### config.mk
export PLATFORM = sky130hd
export DESIGN_NAME = shift_arbiter
export DESIGN_NICKNAME = d
export VERILOG_FILES = /design/src/rtl/shift_arbiter.sv
export SDC_FILE = /design/constraint.sdc
export NUM_CORES = 1
export LEC_CHECK = 0
export ABC_AREA = 1
export CORE_ASPECT_RATIO = 1.4
export CORE_MARGIN = 2
export CORE_UTILIZATION = 30
export DETAILED_ROUTE_END_ITERATION = 8
export DONT_BUFFER_PORTS = 1
export GPL_ROUTABILITY_DRIVEN = 0
export PLACE_DENSITY_LB_ADDON = 0.12
export SYNTH_ARGS = -nofsm -noshare
export SYNTH_HDL_FRONTEND = slang
export SYNTH_HIERARCHICAL = 1
export SYNTH_SLANG_ARGS = --single-unit
export TNS_END_PERCENT = 20
### constraint.sdc
create_clock -name clk -period 2.9 [get_ports clk]
set_input_delay 0.58 -clock clk [delete_from_list [all_inputs] [get_ports clk]]
set_output_delay 0.58 -clock clk [all_outputs]
set_load 0.01 [all_outputs]
### src/rtl/shift_arbiter.sv
// Round-robin arbiter sharing one 32-bit logarithmic shifter between the ALU shift path (req0)
// and the load/store align path (req1). Define SHIFT_ARB_PIPE_EN to add an input register stage.

module shift_arbiter_shr #(
  parameter int WIDTH = 32,
  parameter int SHW   = 5
) (
  input  logic [WIDTH-1:0] i_data,
  input  logic [SHW-1:0]   i_sha,
  output logic [WIDTH-1:0] o_data
);
  logic [SHW:0][WIDTH-1:0] w_stg;

  assign w_stg[0] = i_data;
  for (genvar k = 0; k < SHW; k++) begin : g_stg
    assign w_stg[k+1] = i_sha[k] ? (w_stg[k] >> (1 << k)) : w_stg[k];
  end
  assign o_data = w_stg[SHW];
endmodule

module shift_arbiter #(
  parameter int WIDTH     = 32,
  parameter bit FIRST_PRI = 1'b0
) (
  input  logic             clk,
  input  logic             reset,
  input  logic             req0_valid,
  output logic             req0_ready,
  input  logic [WIDTH-1:0] req0_data,
  input  logic [4:0]       req0_sha,
  input  logic [1:0]       req0_op,
  input  logic             req1_valid,
  output logic             req1_ready,
  input  logic [WIDTH-1:0] req1_data,
  input  logic [4:0]       req1_sha,
  input  logic [1:0]       req1_op,
  output logic             resp_valid,
  input  logic             resp_ready,
  output logic [WIDTH-1:0] resp_data,
  output logic             resp_id
);
  localparam int         SHW    = 5;
  localparam logic [1:0] OP_SLL = 2'b00;
  localparam logic [1:0] OP_SRA = 2'b10;

  logic             r_last_grant;
  logic             r_resp_valid;
  logic [WIDTH-1:0] r_resp_data;
  logic             r_resp_id;

  logic             w_both, w_any, w_pick, w_can_accept, w_grant;
  logic [WIDTH-1:0] w_gnt_data;
  logic [SHW-1:0]   w_gnt_sha;
  logic [1:0]       w_gnt_op;

  logic [WIDTH-1:0] w_op_data;
  logic [SHW-1:0]   w_op_sha;
  logic [1:0]       w_op_kind;
  logic [WIDTH-1:0] w_in_rev, w_net_in, w_net_out, w_out_rev;
  logic [WIDTH-1:0] w_ones_shr, w_sra_fill, w_shift;

  // Arbitration: a lone requester wins; under contention the one not granted last wins.
  assign w_both     = req0_valid & req1_valid;
  assign w_any      = req0_valid | req1_valid;
  assign w_pick     = w_both ? ~r_last_grant : req1_valid;
  assign w_grant    = w_any & w_can_accept & ~reset;
  assign req0_ready = w_grant & ~w_pick;
  assign req1_ready = w_grant &  w_pick;

  assign w_gnt_data = w_pick ? req1_data : req0_data;
  assign w_gnt_sha  = w_pick ? req1_sha  : req0_sha;
  assign w_gnt_op   = w_pick ? req1_op   : req0_op;

  always_ff @(posedge clk) begin
    if (reset)        r_last_grant <= ~FIRST_PRI;
    else if (w_grant) r_last_grant <= w_pick;
  end

  // Left shifts reuse the right-shift network by reversing bits on both sides.
  for (genvar b = 0; b < WIDTH; b++) begin : g_rev
    assign w_in_rev[b]  = w_op_data[WIDTH-1-b];
    assign w_out_rev[b] = w_net_out[WIDTH-1-b];
  end

  assign w_net_in = (w_op_kind == OP_SLL) ? w_in_rev : w_op_data;

  shift_arbiter_shr #(.WIDTH(WIDTH), .SHW(SHW)) u_net (
    .i_data (w_net_in),
    .i_sha  (w_op_sha),
    .o_data (w_net_out)
  );

  // Sign fill mask: the top sha bits, i.e. ~(all-ones >> sha).
  shift_arbiter_shr #(.WIDTH(WIDTH), .SHW(SHW)) u_mask (
    .i_data ({WIDTH{1'b1}}),
    .i_sha  (w_op_sha),
    .o_data (w_ones_shr)
  );

  assign w_sra_fill = w_op_data[WIDTH-1] ? ~w_ones_shr : '0;

  always_comb begin
    w_shift = w_net_out;
    case (w_op_kind)
      OP_SLL:  w_shift = w_out_rev;
      OP_SRA:  w_shift = w_net_out | w_sra_fill;
      default: w_shift = w_net_out;
    endcase
  end

`ifdef SHIFT_ARB_PIPE_EN
  logic             r_s1_valid;
  logic [WIDTH-1:0] r_s1_data;
  logic [SHW-1:0]   r_s1_sha;
  logic [1:0]       r_s1_op;
  logic             r_s1_id;
  logic             w_s1_adv;

  assign w_s1_adv     = r_s1_valid & (~r_resp_valid | resp_ready);
  assign w_can_accept = ~r_s1_valid | w_s1_adv;
  assign w_op_data    = r_s1_data;
  assign w_op_sha     = r_s1_sha;
  assign w_op_kind    = r_s1_op;

  always_ff @(posedge clk) begin
    if (reset) begin
      r_s1_valid <= 1'b0;
      r_s1_data  <= '0;
      r_s1_sha   <= '0;
      r_s1_op    <= '0;
      r_s1_id    <= 1'b0;
    end else if (w_grant) begin
      r_s1_valid <= 1'b1;
      r_s1_data  <= w_gnt_data;
      r_s1_sha   <= w_gnt_sha;
      r_s1_op    <= w_gnt_op;
      r_s1_id    <= w_pick;
    end else if (w_s1_adv) begin
      r_s1_valid <= 1'b0;
    end
  end

  always_ff @(posedge clk) begin
    if (reset) begin
      r_resp_valid <= 1'b0;
      r_resp_data  <= '0;
      r_resp_id    <= 1'b0;
    end else if (w_s1_adv) begin
      r_resp_valid <= 1'b1;
      r_resp_data  <= w_shift;
      r_resp_id    <= r_s1_id;
    end else if (resp_ready) begin
      r_resp_valid <= 1'b0;
    end
  end
`else
  assign w_can_accept = ~r_resp_valid | resp_ready;
  assign w_op_data    = w_gnt_data;
  assign w_op_sha     = w_gnt_sha;
  assign w_op_kind    = w_gnt_op;

  // Result fields only load on a grant, so a stalled FULL register holds steady.
  always_ff @(posedge clk) begin
    if (reset) begin
      r_resp_valid <= 1'b0;
      r_resp_data  <= '0;
      r_resp_id    <= 1'b0;
    end else if (w_grant) begin
      r_resp_valid <= 1'b1;
      r_resp_data  <= w_shift;
      r_resp_id    <= w_pick;
    end else if (resp_ready) begin
      r_resp_valid <= 1'b0;
    end
  end
`endif

  assign resp_valid = r_resp_valid;
  assign resp_data  = r_resp_data;
  assign resp_id    = r_resp_id;
endmodule
Word level (Yosys, flattened, before mapping)

Index checks and enable logic that the tools add are counted.

Bits in registers: 35
Input bits: 83
Output and inout port bits: 36
Word-level logic and storage cells: 39

Equal/unequal tests: 1
Mux-type cells: 19
Bitwise gates (word level): 13
Reductions and logical operators: 2

Operators by type and width:

| cell                                   | count |
|---|---|
| 32-bit two-way mux                     | 13 |
| 32-bit one-hot mux with 2 select lines | 1 |
| 32-bit inverter                        | 1 |
| 32-bit OR                              | 1 |
| 1-bit AND                              | 5 |
| 5-bit two-way mux                      | 1 |
| 1-bit inverter                         | 4 |
| 1-bit two-way mux                      | 3 |
| 2-bit == test, second input constant   | 1 |
| 2-bit logical NOT                      | 1 |
| 2-bit two-way mux                      | 1 |
| 1-bit OR                               | 2 |
| 2-bit nonzero test                     | 1 |

Logic depth before layout (Yosys ltp)

Word-level depth: 12
Mapped depth: 21
Depth with buffers taken out: 19

By module

The synthesis kept the hierarchy.

By module, submodules not included:

| module            | instances | cells each | area each (um2) | sequential area each (um2) |
|---|---|---|---|---|
| shift_arbiter     | 1         | 689        | 3669.8          | 700.7 |
| shift_arbiter_shr | 2         | 361        | 1609.0          | 0.0 |

Worst setup path after synthesis

No wires, ideal clock.

Kind: input port to flip-flop
Start point: input port req1_valid
End point: register r_resp_data[23] (netlist: resp_data[23])
Library setup time: 0.070 ns
Arrival time: 2.525 ns
Data required time: 2.830 ns
Slack: 0.305 ns
Stages on the path: 19
Buffers on the path: 4
Cells stage by stage: buf_4 nand2_2 inv_1 buf_4 buf_2 nand2_1 nand2_1 inv_2 buf_4 nand2_1 nor3_1 inv_1 nand2_1 nand2_1 nor2_1 nand3_1 nand2_1 nand2_1 a21boi_1

Elaborated cells on any way between the ends: 25
Classes of those cells: eq/ne: 1; mux: 17; bitwise: 6; reduce/logical: 1

RTL lines:

| item                                       | RTL line | source |
|---|---|---|
| start, declared                            | 32       | `input logic req1_valid,` |
| 1-bit AND                                  | 63       | `assign w_both = req0_valid & req1_valid;` |
| 1-bit two-way mux (*)                      | 65       | `assign w_pick = w_both ? ~r_last_grant : req1_valid;` |
| 5-bit two-way mux (*)                      | 71       | `assign w_gnt_sha = w_pick ? req1_sha : req0_sha;` |
| named net w_gnt_sha[0]                     | 53       | `logic [SHW-1:0] w_gnt_sha;` |
| 32-bit two-way mux (*) (5 in series)       | 16       | `assign w_stg[k+1] = i_sha[k] ? (w_stg[k] >> (1 << k)) : w_stg[k];` |
| named net w_net_out[23]                    | 59       | `logic [WIDTH-1:0] w_in_rev, w_net_in, w_net_out, w_out_rev;` |
| 32-bit OR                                  | 106      | `OP_SRA: w_shift = w_net_out \| w_sra_fill;` |
| 32-bit one-hot mux with 2 select lines (*) | 104      | `case (w_op_kind)` |
| end signal, assigned                       | 170      | `r_resp_data <= w_shift;` |
| end, declared                              | 48       | `logic [WIDTH-1:0] r_resp_data;` |

The timed path passes the listed nets; every way through them passes the cells marked *.
A chain may end at the register's enable or synchronous reset.

Final worst setup path

Start point: register r_last_grant
End point: register r_resp_data[8] (netlist: resp_data[8])

Cells in the longest elaborated chain, start to end: 12
Elaborated cells on any way between the ends: 21
Classes of those cells: eq/ne: 1; mux: 16; bitwise: 3; reduce/logical: 1

Ends and longest elaborated chain:

| item                                       | RTL line | source |
|---|---|---|
| start, declared                            | 46       | `logic r_last_grant;` |
| start signal, assigned                     | 75       | `if (reset) r_last_grant <= ~FIRST_PRI;` |
| start signal, assigned                     | 76       | `else if (w_grant) r_last_grant <= w_pick;` |
| 1-bit inverter (*)                         | 65       |  |
| 1-bit two-way mux (*)                      | 65       |  |
| 2-bit two-way mux                          | 72       | `assign w_gnt_op = w_pick ? req1_op : req0_op;` |
| 2-bit logical NOT                          | 85       | `assign w_net_in = (w_op_kind == OP_SLL) ? w_in_rev : w_op_data;` |
| 32-bit two-way mux (*)                     | 85       |  |
| named net w_net_in[11]                     | 59       |  |
| 32-bit two-way mux (*) (5 in series)       | 16       |  |
| named net w_net_out[8]                     | 59       |  |
| 32-bit OR                                  | 106      |  |
| 32-bit one-hot mux with 2 select lines (*) | 104      |  |

Marks and branches as above.

==> impl_metrics.json <==
{
  "outcome": "finished, final reports clean",
  "register_area_um2": 701,
  "synth_fa_ha_area_share_pct": 0,
  "hold_depth": 1,
  "hold_path_class": "input pin to flop",
  "synth.cell_area_um2": 6890,
  "critPathSlowestCell": "dfxtp_1",
  "area_delta_synth_final_pct": 15.5,
  "grt.met1_usage_pct": 27.8,
  "gr-total-overflow": 0,
  "critPathLaunch": "r_last_grant",
  "period_needed_ps": 2640,
  "synth_cells": 1411,
  "max_slew_margin_pct": 55.3,
  "max_freq_mhz": 379,
  "synth_area_leaders": "nand3_1, nand2_1, dfxtp_1, inv_1, buf_2",
  "wire_per_inst_um": 15.0,
  "synth_mux_area_share_pct": 0,
  "synth-xor-area-share_pct": 0,
  "cp_cell_sequence": "nand2_2, nand2_2, nand2_2, nand2_4, nand2_2, buf_12, buf_4, o21ai_0, nand2_1, nand3_1, nand3_1, nand3_1, nand3_1, nand2_2, nand3_1, nand2_1, nand2_1, a21boi_0",
  "p_switching_uw": 1710,
  "multi_input_area_um2": 5580,
  "dr_total_vias": 8784,
  "grt_max_degree": 43,
  "diodes": 0,
  "ys.flop_type": "dfxtp_1",
  "tightestPinTransition_ps": 668,
  "ir_drop_v": 0.000238,
  "ant_nets": 0,
  "holdPathEnd": "resp_valid",
  "r2r_end": "resp_data[8]",
  "yosysWarnings": 6,
  "switching_share_pct": 49.9,
  "clk_latency_ps": 280,
  "whs_ps": 362,
  "finish.net_count": 1532,
  "routed_via_density": 5.02,
  "drv_cap": 0,
  "synth_edf_count": 0,
  "core_area_um2": 22500,
  "fillCellCount": 2630,
  "first_pass_iters": 5,
  "cp.arrival_ps": 2850,
  "synth_top_family_by_area": "simple AND/OR/NAND/NOR gates",
  "drive_above_1_share_pct": 8.14,
  "clkTransAtPathRegs_ps": 50,
  "total_power_uw": 3440,
  "clockPowerShare_pct": 17.5,
  "cp-start-kind": "flop",
  "powerDensity_nw_per_um2": 432,
  "cts_htree_levels": 2,
  "fin_area_um2": 7960,
  "io_buffers": 0,
  "row_count": 65,
  "hp-start": "reset",
  "regToRegSetupSlack_ps": 260,
  "path_class": "flop to flop",
  "finalMaxSlewViolations": 0,
  "grt_first_pass_wirelength_um": 42600,
  "synth_simple_gate_area_share_pct": 71.0,
  "die_w_um": 132,
  "p_leak_uw": 0.00441,
  "setup_viol": 0,
  "cts_sinks": 35,
  "clockBufferDepth": 2,
  "antenna_found_initial": 0,
  "synth_compound_area_share_pct": 5.70,
  "die_h_um": 183,
  "grt_pass1_vias": 8081,
  "synthArstFlopShare_pct": 0,
  "internal-power_uw": 1720,
  "p_seq_share_pct": 19.1,
  "required_ps": 3110,
  "top_usage_layer": "met2",
  "die_area_um2": 24200,
  "synthDistinctLibCells": 24,
  "gr-usage-met2_pct": 37.2,
  "cts_buffers": 5,
  "finalCritPeriodShare_pct": 91.1,
  "reg2reg_depth": 18,
  "ys_seq_area_share_pct": 10.2,
  "rsz0062_at_grt": "true",
  "crit_path_max_incr_delay_ps": 340,
  "track_usage_pct": 21.5,
  "place_area_um2": 7740,
  "ios": 119,
  "ys_ff_latch": 35,
  "clock-skew-final_ps": 4.37,
  "post-route-util_pct": 35.3,
  "r2r-start": "r_last_grant",
  "dr.first_iter.drc_count": 712,
  "yosysTopAreaCell": "nand3_1",
  "hold_viol": 0,
  "hpwl_um": 20400,
  "combPwrFrac_pct": 63.4,
  "cts_tree": "yes",
  "drc": 0,
  "root_buffer": "clkbuf_16",
  "start_util_pct": 30.6,
  "met3_usage_pct": 1.91,
  "synth_top_area_share_pct": 31.2,
  "cp_max_fo": 42,
  "wl_um": 26300,
  "crit_path_end_kind": "flop",
  "synth_area_per_cell_um2": 4.88
}
## how the worst max path moves through the flow
stage | cells past startpoint | slack, ps | endpoint
3_3_place_gp | 18 | -50 | resp_data[8]
5_1_grt | 20 | -20 | resp_data[20]
3_5_place_dp | 17 | -70 | resp_data[8]
4_1_cts | 18 | 170 | resp_data[8]
6_report | 18 | 260 | resp_data[8]
2_1_floorplan | 19 | 310 | resp_data[23]
## kinds of logic after synthesis
| family | after synthesis |
|---|---|
| AOI/OAI and AO/OA | 63 |
| and+or+nand+nor | 1107 |
| DFF | 35 |
| buffers and inverters | 205 |
| other | 1 |
## power groups by stage
stage / clock network [uW] / logic [uW] / registers (uW)
6_report: 602 / 2180 / 657
3_5_place_dp: 0 / 2130 / 672
5_1_grt: 631 / 2460 / 664
4_1_cts: 620 / 2140 / 661
3_3_place_gp: 0 / 2140 / 670
2_1_floorplan: 0 / 1520 / 631
## routing by layer
metal / share of wire [%] / wire, um
met1: 46 / 12100
met2: 46 / 12200
met3: 3.6 / 952
met4: 3.7 / 969
met5: 0 / 0
## cell usage after synthesis (7+ instances only)
master,number
a21boi_1,30
a21oi_1,16
buf_1,7
buf_2,55
buf_4,9
clkbuf_1,30
dfxtp_1,35
inv_1,94
nand2_1,568
nand3_1,429
nand3b_1,34
nor2_1,54
nor3_1,11
o21ai_0,15
## stage by stage
stage	TNS (ps)	worst slack, ps	cells
final	0	258	1750
after CTS	0	171	1750
after global placement	-68.1	-47.6	1743
after global routing	-28.2	-17.5	1750
after floorplan	0	305	1473
after detailed placement	-80.0	-66.3	1743
## area by class of cell
cell class	instances	share of cell area, %
clock inverters	1	0.377
repair buffers	74	9.54
clock buffers	6	1.62
well taps	301	4.73
flip-flops and latches	35	8.81
inverters	100	4.75
multi-input cells	1233	70.2
## state kept, by name, indices dropped and copies added, names as in the netlist
name,cells
resp_data,32
r_last_grant,1
resp_id,1
resp_valid,1
## cells in the final DEF, fill, tap and decap left out, drive strengths merged
cell type and n:
clkbuf 6, conb 63, o21ai 16, nand2 576
buf 74, nor2 56, nand3b 34, nand3 430
a21oi 16, bufinv 1, inv 100, a21boi 31
nor3 11, dfxtp 35
## worst max-delay path: cells and delay by family (launching register included)
family | cells | cell delay, ps
simple gates | 14 | 1480
buf+inv | 2 | 340
compound gates | 2 | 400
flops | 1 | 340
## repair_timing
action / in CTS / in global routing
hold buffers: 0 / 0
setup buffers: 0 / 0
gates resized for setup: 0 / 21
setup endpoints to repair: 0 / 25
No activity file was read; power rests on OpenSTA's default activity.
